===== src/rtl/cordic_iter_engine.sv =====
// Iterative handshaked CORDIC engine (rotation/vectoring) with full-range angle reduction.
// Define CORDIC_GAIN_COMP_EN to add a SCALE state that removes the CORDIC gain from x and y.
module cordic_iter_engine #(
  parameter int unsigned WIDTH = 32,
  parameter int unsigned FRAC  = 27,
  parameter int unsigned ITER  = 24
) (
  input  logic             clk,
  input  logic             rst,
  input  logic             in_valid,
  output logic             in_ready,
  input  logic             mode,
  input  logic [WIDTH-1:0] x_in,
  input  logic [WIDTH-1:0] y_in,
  input  logic [WIDTH-1:0] z_in,
  output logic             out_valid,
  input  logic             out_ready,
  output logic [WIDTH-1:0] x_out,
  output logic [WIDTH-1:0] y_out,
  output logic [WIDTH-1:0] z_out,
  output logic             busy
);

  localparam int unsigned CntW = $clog2(WIDTH + 1);
  localparam int unsigned LutN = 2 ** CntW;

  localparam logic [2:0] StIdle    = 3'd0;
  localparam logic [2:0] StReduce  = 3'd1;
  localparam logic [2:0] StFold    = 3'd2;
  localparam logic [2:0] StIterate = 3'd3;
  localparam logic [2:0] StDone    = 3'd5;
`ifdef CORDIC_GAIN_COMP_EN
  localparam logic [2:0] StScale   = 3'd4;
`endif

  // pi * 2^61, the source for every angle constant.
  localparam logic [63:0] Pi2p61 = 64'h6487ED5110B4611A;

  function automatic logic [63:0] rnd_shr(input logic [63:0] v, input int unsigned sh);
    rnd_shr = (v + (64'd1 << (sh - 1))) >> sh;
  endfunction

  // atan(2^-i) with 62 fractional bits; alternating series for i >= 1.
  function automatic logic [63:0] atan_2p62(input int unsigned i);
    logic [63:0]  acc;
    int unsigned  sh;
    acc = '0;
    if (i == 0) begin
      acc = Pi2p61 >> 1;
    end else begin
      for (int unsigned k = 0; k < 32; k++) begin
        sh = i * (2 * k + 1);
        if (sh < 63) begin
          if (k[0]) acc = acc - ((64'h4000_0000_0000_0000 >> sh) / 64'(2 * k + 1));
          else      acc = acc + ((64'h4000_0000_0000_0000 >> sh) / 64'(2 * k + 1));
        end
      end
    end
    atan_2p62 = acc;
  endfunction

  localparam logic signed [WIDTH-1:0] PI_Q        = WIDTH'(rnd_shr(Pi2p61, 61 - FRAC));
  localparam logic signed [WIDTH-1:0] HALF_PI_Q   = WIDTH'(rnd_shr(Pi2p61, 62 - FRAC));
  localparam logic signed [WIDTH-1:0] TWO_PI_Q    = WIDTH'(rnd_shr(Pi2p61, 60 - FRAC));
  localparam logic signed [WIDTH-1:0] NEG_PI_Q    = -PI_Q;
  localparam logic signed [WIDTH-1:0] NEG_HALF_PI = -HALF_PI_Q;

  logic signed [WIDTH-1:0] atan_lut [LutN];
  for (genvar g = 0; g < LutN; g++) begin : g_atan
    localparam logic [WIDTH-1:0] AtanG =
        (g < ITER) ? WIDTH'(rnd_shr(atan_2p62(g), 62 - FRAC)) : '0;
    assign atan_lut[g] = AtanG;
  end

  logic [2:0]              state_q, state_d;
  logic [CntW-1:0]         cnt_q, cnt_d;
  logic                    mode_q, mode_d;
  logic signed [WIDTH-1:0] x_q, x_d, y_q, y_d, z_q, z_d;
  logic signed [WIDTH-1:0] xs, ys, atan_i;
  logic                    d_pos;

`ifdef CORDIC_GAIN_COMP_EN
  localparam logic signed [WIDTH-1:0] K_Q = WIDTH'($rtoi(0.607252935 * (2.0 ** FRAC) + 0.5));
  logic signed [2*WIDTH-1:0] prod_x, prod_y;
  assign prod_x = x_q * K_Q;
  assign prod_y = y_q * K_Q;
`endif

  always_comb begin
    state_d = state_q;
    cnt_d   = cnt_q;
    mode_d  = mode_q;
    x_d     = x_q;
    y_d     = y_q;
    z_d     = z_q;
    xs      = x_q >>> cnt_q;
    ys      = y_q >>> cnt_q;
    atan_i  = atan_lut[cnt_q];
    // Rotation steers z to 0, vectoring steers y to 0.
    d_pos   = mode_q ? y_q[WIDTH-1] : ~z_q[WIDTH-1];
    case (state_q)
      StIdle: begin
        if (in_valid) begin
          x_d     = x_in;
          y_d     = y_in;
          z_d     = mode ? '0 : z_in;
          mode_d  = mode;
          cnt_d   = '0;
          state_d = StReduce;
        end
      end
      StReduce: begin
        if (!mode_q) begin
          if (z_q > PI_Q)          z_d = z_q - TWO_PI_Q;
          else if (z_q < NEG_PI_Q) z_d = z_q + TWO_PI_Q;
        end
        cnt_d = cnt_q + CntW'(1);
        if (cnt_q == CntW'(2)) begin
          cnt_d   = '0;
          state_d = StFold;
        end
      end
      StFold: begin
        if (!mode_q) begin
          if (z_q > HALF_PI_Q) begin
            z_d = z_q - PI_Q;
            x_d = -x_q;
            y_d = -y_q;
          end else if (z_q < NEG_HALF_PI) begin
            z_d = z_q + PI_Q;
            x_d = -x_q;
            y_d = -y_q;
          end
        end else if (x_q[WIDTH-1]) begin
          x_d = -x_q;
          y_d = -y_q;
          z_d = y_q[WIDTH-1] ? NEG_PI_Q : PI_Q;
        end
        cnt_d   = '0;
        state_d = StIterate;
      end
      StIterate: begin
        if (d_pos) begin
          x_d = x_q - ys;
          y_d = y_q + xs;
          z_d = z_q - atan_i;
        end else begin
          x_d = x_q + ys;
          y_d = y_q - xs;
          z_d = z_q + atan_i;
        end
        cnt_d = cnt_q + CntW'(1);
        if (cnt_q == CntW'(ITER - 1)) begin
          cnt_d = '0;
`ifdef CORDIC_GAIN_COMP_EN
          state_d = StScale;
`else
          state_d = StDone;
`endif
        end
      end
`ifdef CORDIC_GAIN_COMP_EN
      StScale: begin
        x_d     = prod_x[FRAC +: WIDTH];
        y_d     = prod_y[FRAC +: WIDTH];
        state_d = StDone;
      end
`endif
      StDone: begin
        if (out_ready) state_d = StIdle;
      end
      default: state_d = StIdle;
    endcase
  end

  always_ff @(posedge clk or posedge rst) begin
    if (rst) begin
      state_q <= StIdle;
      cnt_q   <= '0;
      mode_q  <= 1'b0;
      x_q     <= '0;
      y_q     <= '0;
      z_q     <= '0;
    end else begin
      state_q <= state_d;
      cnt_q   <= cnt_d;
      mode_q  <= mode_d;
      x_q     <= x_d;
      y_q     <= y_d;
      z_q     <= z_d;
    end
  end

  assign in_ready  = (state_q == StIdle);
  assign busy      = (state_q != StIdle);
  assign out_valid = (state_q == StDone);
  assign x_out     = x_q;
  assign y_out     = y_q;
  assign z_out     = z_q;

endmodule

===== config.mk =====
export PLATFORM = sky130hd
export DESIGN_NAME = cordic_iter_engine
export DESIGN_NICKNAME = d
export VERILOG_FILES = /design/src/rtl/cordic_iter_engine.sv
export SDC_FILE = /design/constraint.sdc
export NUM_CORES = 1
export LEC_CHECK = 0
export CAP_MARGIN = 20
export CORE_MARGIN = 4
export CORE_UTILIZATION = 45
export DETAILED_ROUTE_END_ITERATION = 10
export PLACE_DENSITY = 0.69
export SYNTH_ARGS = -nofsm -noshare
export SYNTH_HDL_FRONTEND = slang
export SYNTH_SLANG_ARGS = --single-unit

===== constraint.sdc =====
create_clock -name clk -period 18.5 [get_ports clk]
set_input_delay 3.7 -clock clk [delete_from_list [all_inputs] [get_ports clk]]
set_output_delay 3.7 -clock clk [all_outputs]
set_load 0.05 [all_outputs]

==> results of run 1 <==
==> layout make-up <==
class / instances / share of cell area (%)
timing repair buffer: 241 / 10.2
inverter: 59 / 0.988
clock buffer: 9 / 0.993
multi-input combinational: 2300 / 72.5
tap: 592 / 3.27
sequential: 106 / 11.7
clock inverter: 7 / 0.337
==> per-layer routing <==
layer	up-vias	track usage, %	part of all wire, %
li1	10200	-	-
met1	10800	42.5	40
met2	1126	54.4	46
met3	224	5.55	7.4
met4	0	17.1	5.7
met5	-	0	0
==> state kept, by name (all words and copies together) (netlist names) <==
register and cells:
cnt_q 6, mode_q 1, z_out 32, x_out 32
state_q 3, y_out 32
==> critical path, delay by kind of cell, from the launching register on <==
family / cells / cell delay (ps)
compound gates: 9 / 3500
buf+inv: 4 / 1380
simple gates: 7 / 1170
flops: 1 / 1020
fa+ha+maj: 2 / 430
xor+xnor: 1 / 100
==> cell families (layout without fill, tap and decap cells) <==
family | Yosys count | in the layout | share of synthesized area (%)
fa+ha+maj | 117 | 117 | 7.34
buf+inv | 290 | 316 | 6.17
simple gates | 874 | 874 | 21.0
flops | 106 | 106 | 13.1
xor+xnor | 203 | 203 | 8.77
compound gates | 926 | 926 | 30.4
mux | 180 | 180 | 13.2
==> worst paths after layout <==
path	slack, ps	depth (start not counted)	to	start
min	660	2	y_out[4]	y_out[4]
min reg2reg	660	2	y_out[4]	y_out[4]
max reg2reg	10700	23	y_out[26]	cnt_q[2]
min in group asynchronous	3680	2	z_out[30]	rst
max in group asynchronous	13370	3	y_out[8]	rst
max	10700	23	y_out[26]	cnt_q[2]
==> synth_stat cells, drive strengths merged, types with 22 or more instances <==
| master | n |
|---|---|
| a211oi | 38 |
| a21o | 62 |
| a21oi | 208 |
| a221oi | 24 |
| a22oi | 34 |
| a31oi | 33 |
| and2 | 38 |
| and3 | 23 |
| buf | 75 |
| clkbuf | 156 |
| dfrtp | 106 |
| ha | 114 |
| inv | 57 |
| mux2 | 26 |
| mux2i | 90 |
| mux4 | 64 |
| nand2 | 255 |
| nand2b | 42 |
| nand3 | 49 |
| nor2 | 233 |
| nor2b | 27 |
| nor3 | 66 |
| nor4 | 23 |
| o211ai | 25 |
| o21a | 22 |
| o21ai | 233 |
| o22ai | 33 |
| or3 | 33 |
| xnor2 | 124 |
| xor2 | 79 |
==> stage by stage <==
| stage | setup slack [ps] | instances | cell area, µm² | util [%] |
|---|---|---|---|---|
| 6_report | 10700 | 3314 | 22700 | 51.1 |
| 5_1_grt | 10240 | 3314 | 22700 | 51.1 |
| 4_1_cts | 10960 | 3313 | 22700 | 51.0 |
| 3_5_place_dp | 11020 | 3297 | 22400 | 50.3 |
| 3_3_place_gp | 11150 | 3297 | 22400 | 50.3 |
| 2_1_floorplan | 12010 | 2696 | 20300 | - |
==> results.txt, run 1 <==
The post-detailed-placement half-perimeter wirelength is between 60 and 70 mm. The cell sitting at the root of the clock tree is a sky130_fd_sc_hd__clkbuf_16. The synthesized netlist contains 106 unique library cells. Summed over all layers, the global routing overflow is 0.

The congestion estimate from routability-driven global placement came to between 1 and 1.5. Setup repair after global routing left no endpoint under its margin. The area of the core came out at between 40000 and 50000 µm². The repair_antennas step left the layout with diodes totalling 0. The net count after synthesis came out at 2914.

TritonCTS built the clock tree. After detailed routing, the average wire length per cell comes to 25.0 µm. The clock slew at the register clock pins of the worst setup and hold paths came out at about 100 ps.

The total of max-cap violations is 0. The standard cell with the maximum stage delay on the critical path is sky130_fd_sc_hd__dfrtp_2. The number of enable flip-flop cells after synthesis came out at 0. For the pin with the worst max-slew slack, the measured transition is approximately 1100 ps.

The number of buffers inserted to repair setup after CTS came out at 0. Counting the fill cells in the layout gives between 4000 and 5000. The overall die area came out at about 48000 µm². The floorplan row count came out at 77. The via count is roughly 22000. The first routing iteration left roughly 2500 violations. The area of the mapped netlist is between 20000 and 25000 µm². The required time at the worst-slack endpoint is about 19000 ps. The maximum number of pins on one net before global-route repair came out at 100.

For this run, the post-layout net count is a little under 3000. The growth of design area from synthesis to finish is 11.9%. The number of DRC violations after detailed routing is 0. The critical path class is reg2reg. The sequential fraction of the synthesis area came out at about an eighth. After synthesis, the cell types taking the most area are sky130_fd_sc_hd__dfrtp_1 13%, sky130_fd_sc_hd__ha_1 7.0%, sky130_fd_sc_hd__mux4_2 6.0%.

The most used flip-flop cell after synthesis is sky130_fd_sc_hd__dfrtp_1. The first global-routing pass estimated ~130 mm of wire. The total routed wirelength is 82.9 mm. Counting flops and latches in the post-synthesis netlist gives between 100 and 150.

The proportion of layout cells with a drive suffix above 1 is under 10%. The post-synthesis instance total came out at approximately 2700. In the finished design, the share of the clock period the worst path needs comes to 42.1%.

The combined global-route utilization of all metal layers came out at ~33%. The signal on the critical path passes through buf_4 -> clkinv_1 -> buf_4 -> and3_1 -> a311o_1 -> a221oi_1 -> o21ai_0 -> inv_1 -> ha_1 -> nand3_1 -> nor3_2 -> nand2_1 -> o21ai_0 -> xor2_1 -> ha_1 -> a2111oi_0 -> nand2b_1 -> o21a_1 -> a221oi_1 -> a2bb2oi_1 -> or3_1 -> nand3_1 -> a221o_1. The final period demand of the worst path is 7800 ps. The final hold slack is 659 ps. The via count of the first global-routing pass is between 20000 and 25000. The initial core utilization came out at around 46%. The per-instance average area after synthesis is approximately 7.5 µm². The library cell used most frequently in the layout, excluding fill and tap cells, is sky130_fd_sc_hd__nand2_1. The later-pin clock latency in the skew report came out at around 430 ps. For the worst setup path, the data arrival time is approximately 8100 ps. The detailed-router iteration count before antenna repair came out at 6. The floorplan step set the die height to about 220 µm. The delay of the slowest critical-path stage is 1020 ps. The total area of multi-input combinational cells is about 16000 µm².

The flow ran to the end, and the final reports show no timing, DRC or antenna violations. In the synthesized netlist the async set-or-reset flop fraction comes to 100%. The width of the die came out at 220 µm. In this run the tool buffered the top-level ports with approximately 200 buffer cells. The count of yosys warnings during synthesis is 0. The worst setup path is captured at a flop. Adding up every negative setup slack in the final design gives 0 ps. In the routed layout, each cell is associated on average with a via count of just under 7. The worst slew margin relative to its limit is around a quarter. The max-slew violation count is 0.

The top achievable clock speed is 128 MHz. In the layout the commonest cells are 255 x sky130_fd_sc_hd__nand2_1, 229 x sky130_fd_sc_hd__nor2_1, 229 x sky130_fd_sc_hd__o21ai_0, 205 x sky130_fd_sc_hd__a21oi_1, 199 x sky130_fd_sc_hd__clkdlybuf4s50_1. Registers take 2660 µm². The final count of negative-setup-slack endpoints is 0. The tightest min-delay check is of the reg2reg type.

The number of gates resized after CTS was 0. The startpoint class of the critical path is a flop. The number of buffers created by CTS came out at 9. In this run the remaining antenna-violating nets after routing total 0. After clock tree synthesis, the flow added hold-fix buffers numbering 0. The top-level port count came out at 200.

In this run the worst path has a maximum fanout of 53. The tree built by TritonCTS fans out to approximately 110 sinks. The number of H-tree levels came out at 3. Summed over all instances, the cell type with the most area after synthesis is sky130_fd_sc_hd__dfrtp_1. The number of antenna violations at the first check in global routing came out at 0. The clock passes through at most 2 buffers. The final worst clock skew is between 20 and 25 ps. In this run the biggest area consumer among cell types represents 13.1% of the synthesized area. The final count of hold timing violations came to 0.
Power of run 1 is not shown: default switching activity piles up to over one toggle a cycle in this logic, so the estimate is an artifact.
==> inputs of run 2 (changes only) <==
Settings changed: PLACE_DENSITY 0.69 to 0.72.
Clock period 18.5 ns to 6.31 ns, I/O delays scaled along.
==> run 2 against run 1 <==
  * Critical path depth increased by 3
  * Register-to-register slack got worse by 10000 ps
  * Sequential cell count unchanged
  * Sequential share of layout area decreased by 1.2 points
  * Fmax increased by 28%
  * Critical path type unchanged
  * Largest cell class unchanged
==> results.txt, run 2 (synthesized netlist as in run 1, its figures left out) <==
The maximum fanout along the worst path is 12 (-77%). The overall overflow remaining after global route is 0 (unchanged). The kind of end point of the critical path is a flop. The arrival time at the worst endpoint was 6410 ps (-1700 ps).

The root buffer cell chosen for the clock tree is sky130_fd_sc_hd__clkbuf_16. The required time at the worst-slack endpoint came out at 6650 ps (-12170 ps). The number of buffers added on ports came out at 199 (unchanged). The last element of the critical path is y_out[25]. The detailed-router iteration count before antenna repair came to 6 (unchanged). The proportion of layout cells with a drive suffix above 1 came out at 17.3% (+9.7 points).

The initial core utilization was 45.6% (unchanged). The weighted congestion reported at the end of routability-driven placement came out at 1.04 (+3.7%). The worst register-to-register path begins at cnt_q[1]. The total routed wirelength came out at 96.2 mm (+16%).

The number of antenna violations at the first check in global routing came out at 5 (+5). The final net count is 3246 (+11%). The design area is 25200 µm² (+11%). The actual slew at the worst max-slew pin came out at 1070 ps (-65.8 ps). The final standard cell count with taps included and fillers excluded came to 3629 (+9.5%). The run finished with clean final reports. The top-level port count was 200 (unchanged). The post-placement cell count came out at 3595 (+9.0%). The library cell used most frequently in the layout, excluding fill and tap cells, is sky130_fd_sc_hd__buf_4. The number of DRC violations after detailed routing is 0 (unchanged). The combined global-route utilization of all metal layers came out at 38.5% (+5.2 points). The remaining number of nets flagged by the antenna check after routing came out at 0 (unchanged).

The final period demand of the worst path was 6070 ps (-1720 ps). The via-per-instance ratio is 6.64 (-1.5%). The worst slew margin relative to its limit came out at 28.4% (+4.2 points).

The overall die area is 48500 µm² (unchanged). The period utilization is 96.3% (+54 points). The final count of negative-setup-slack endpoints was 0 (unchanged). The via count came out at 24100 (+7.9%).

The top achievable clock speed came out at 165 MHz (+28%). The final count of hold timing violations is 0 (unchanged). The DRC marker count from the first detailed-route iteration is 2620 (+4.1%). The most critical setup path has its startpoint at cnt_q[1]. The startpoint identified for the worst hold timing path is z_out[0]. The clock tree buffer depth was 2 (unchanged). The via count of the first global-routing pass came out at 23300 (+9.4%). The width of the die is 220 µm (unchanged). The floorplan row count was 77 (unchanged). The growth of design area from synthesis to finish came out at 24.3%. The count of hold-fix buffers inserted at cts came out at 0 (unchanged).

The tightest min-delay check is of the reg2reg type. The post-detailed-placement half-perimeter wirelength came out at 74.4 mm (+21%). TritonCTS built the clock tree. The area of the core was 44400 µm² (unchanged). The later-pin clock latency in the skew report came out at 410 ps (-20 ps). The placed cell area came out at 24700 µm² (+10%). The final worst clock skew came out at 12.8 ps (-8.99 ps). The startpoint class of the critical path is a flop. The number of H-tree levels came out at 3 (unchanged). The die extent in y is 220 µm (unchanged).

The number of buffers created by CTS is 9 (unchanged). The clock sink count is 106 (unchanged). Leaving out fill and tap cells, the most frequent cells in the layout are 338 x sky130_fd_sc_hd__buf_4, 254 x sky130_fd_sc_hd__nand2_1, 229 x sky130_fd_sc_hd__nor2_1, 228 x sky130_fd_sc_hd__o21ai_0, 205 x sky130_fd_sc_hd__a21oi_1.

The max-slew violation count is 0 (unchanged). The maximum number of pins on one net before global-route repair came out at 69 (-31%). The final hold slack is 627 ps (-32.3 ps).

The depth of the worst register-to-register path came out at 26 (+13%). The worst reg-to-reg setup slack is 240 ps (-10470 ps). The post-detailed-route wirelength per cell came out at 26.5 µm (+6.0%). The clock slew at the register clock pins of the worst setup and hold paths is 90 ps (about the same). The first-pass GRT wire length came out at 144 mm (+13%). The total of max-cap violations came out at 0 (unchanged). The endpoint of the worst-slack reg-to-reg timing path is y_out[25]. The critical path class is reg2reg.
==> run 2: cell types whose count changed in the layout (fill, tap and decap cells not counted), sizes merged <==
cell / delta
buf: +310
bufinv: -1
clkbuf: +3
clkinvlp: -1
diode: +4
==> run 2: worst min path at each step <==
stage / to / slack (ps) / cells after the start
2_1_floorplan: state_q[1] / 660 / 2
3_3_place_gp: y_out[4] / 630 / 2
3_5_place_dp: z_out[0] / 610 / 2
4_1_cts: z_out[0] / 620 / 2
5_1_grt: z_out[0] / 680 / 2
6_report: z_out[0] / 630 / 2
==> run 2: per-layer routing <==
layer | vias up | GRT usage (%) | part of all wire [%]
met5 | - | 0 | 0.011
met4 | 2 | 22.8 | 6.6
met3 | 300 | 6.41 | 7.6
met2 | 1342 | 64.6 | 48
met1 | 11700 | 46.5 | 38
li1 | 10800 | - | -
==> run 2: final cells by class <==
type | instances | area (µm²)
well taps | 592 | 741
fillers | 4218 | 19200
clock inverters | 5 | 38.8
inverters | 59 | 224
repair buffers | 552 | 4800
diodes | 4 | 10.0
multi-input cells | 2300 | 16500
clock buffers | 11 | 233
flip-flops and latches | 106 | 2660
==> run 2: metrics by stage <==
stage	utilization, %	setup TNS, ps	worst slack, ps
6_report	56.7	0	236
5_1_grt	56.7	-12.1	-12.1
4_1_cts	56.3	0	117
3_5_place_dp	55.6	0	18.6
3_3_place_gp	55.6	0	49.2
2_1_floorplan	-	0	452
==> run 2: worst max-delay path, stage by stage (launching register included) <==
cell and delay (ps):
sky130_fd_sc_hd__dfrtp_4 610, sky130_fd_sc_hd__buf_6 210, sky130_fd_sc_hd__nor2_1 330, sky130_fd_sc_hd__buf_4 200, sky130_fd_sc_hd__mux2i_1 530, sky130_fd_sc_hd__o2bb2ai_1 120, sky130_fd_sc_hd__a2111oi_1 300, sky130_fd_sc_hd__buf_4 210
sky130_fd_sc_hd__nand3_1 110, sky130_fd_sc_hd__buf_4 180, sky130_fd_sc_hd__buf_4 120, sky130_fd_sc_hd__nor4_2 490, sky130_fd_sc_hd__and2_1 230, sky130_fd_sc_hd__nor2_1 60, sky130_fd_sc_hd__xnor2_1 150, sky130_fd_sc_hd__ha_1 300
sky130_fd_sc_hd__o211ai_1 110, sky130_fd_sc_hd__nor2_1 70, sky130_fd_sc_hd__a21bo_2 220, sky130_fd_sc_hd__or3_1 310, sky130_fd_sc_hd__a31oi_1 240, sky130_fd_sc_hd__o31ai_1 120, sky130_fd_sc_hd__buf_4 160, sky130_fd_sc_hd__a31oi_1 210
sky130_fd_sc_hd__xnor2_1 140, sky130_fd_sc_hd__a21oi_1 80, sky130_fd_sc_hd__o21ai_0 180
==> run 2: timing repair <==
action,in CTS,in global routing
hold endpoints to repair,0,0
pin swaps,0,1
resized for setup,0,14
setup endpoints to repair,1,30
buffers inserted,1,13
Power of run 2 is left out for the same reason.
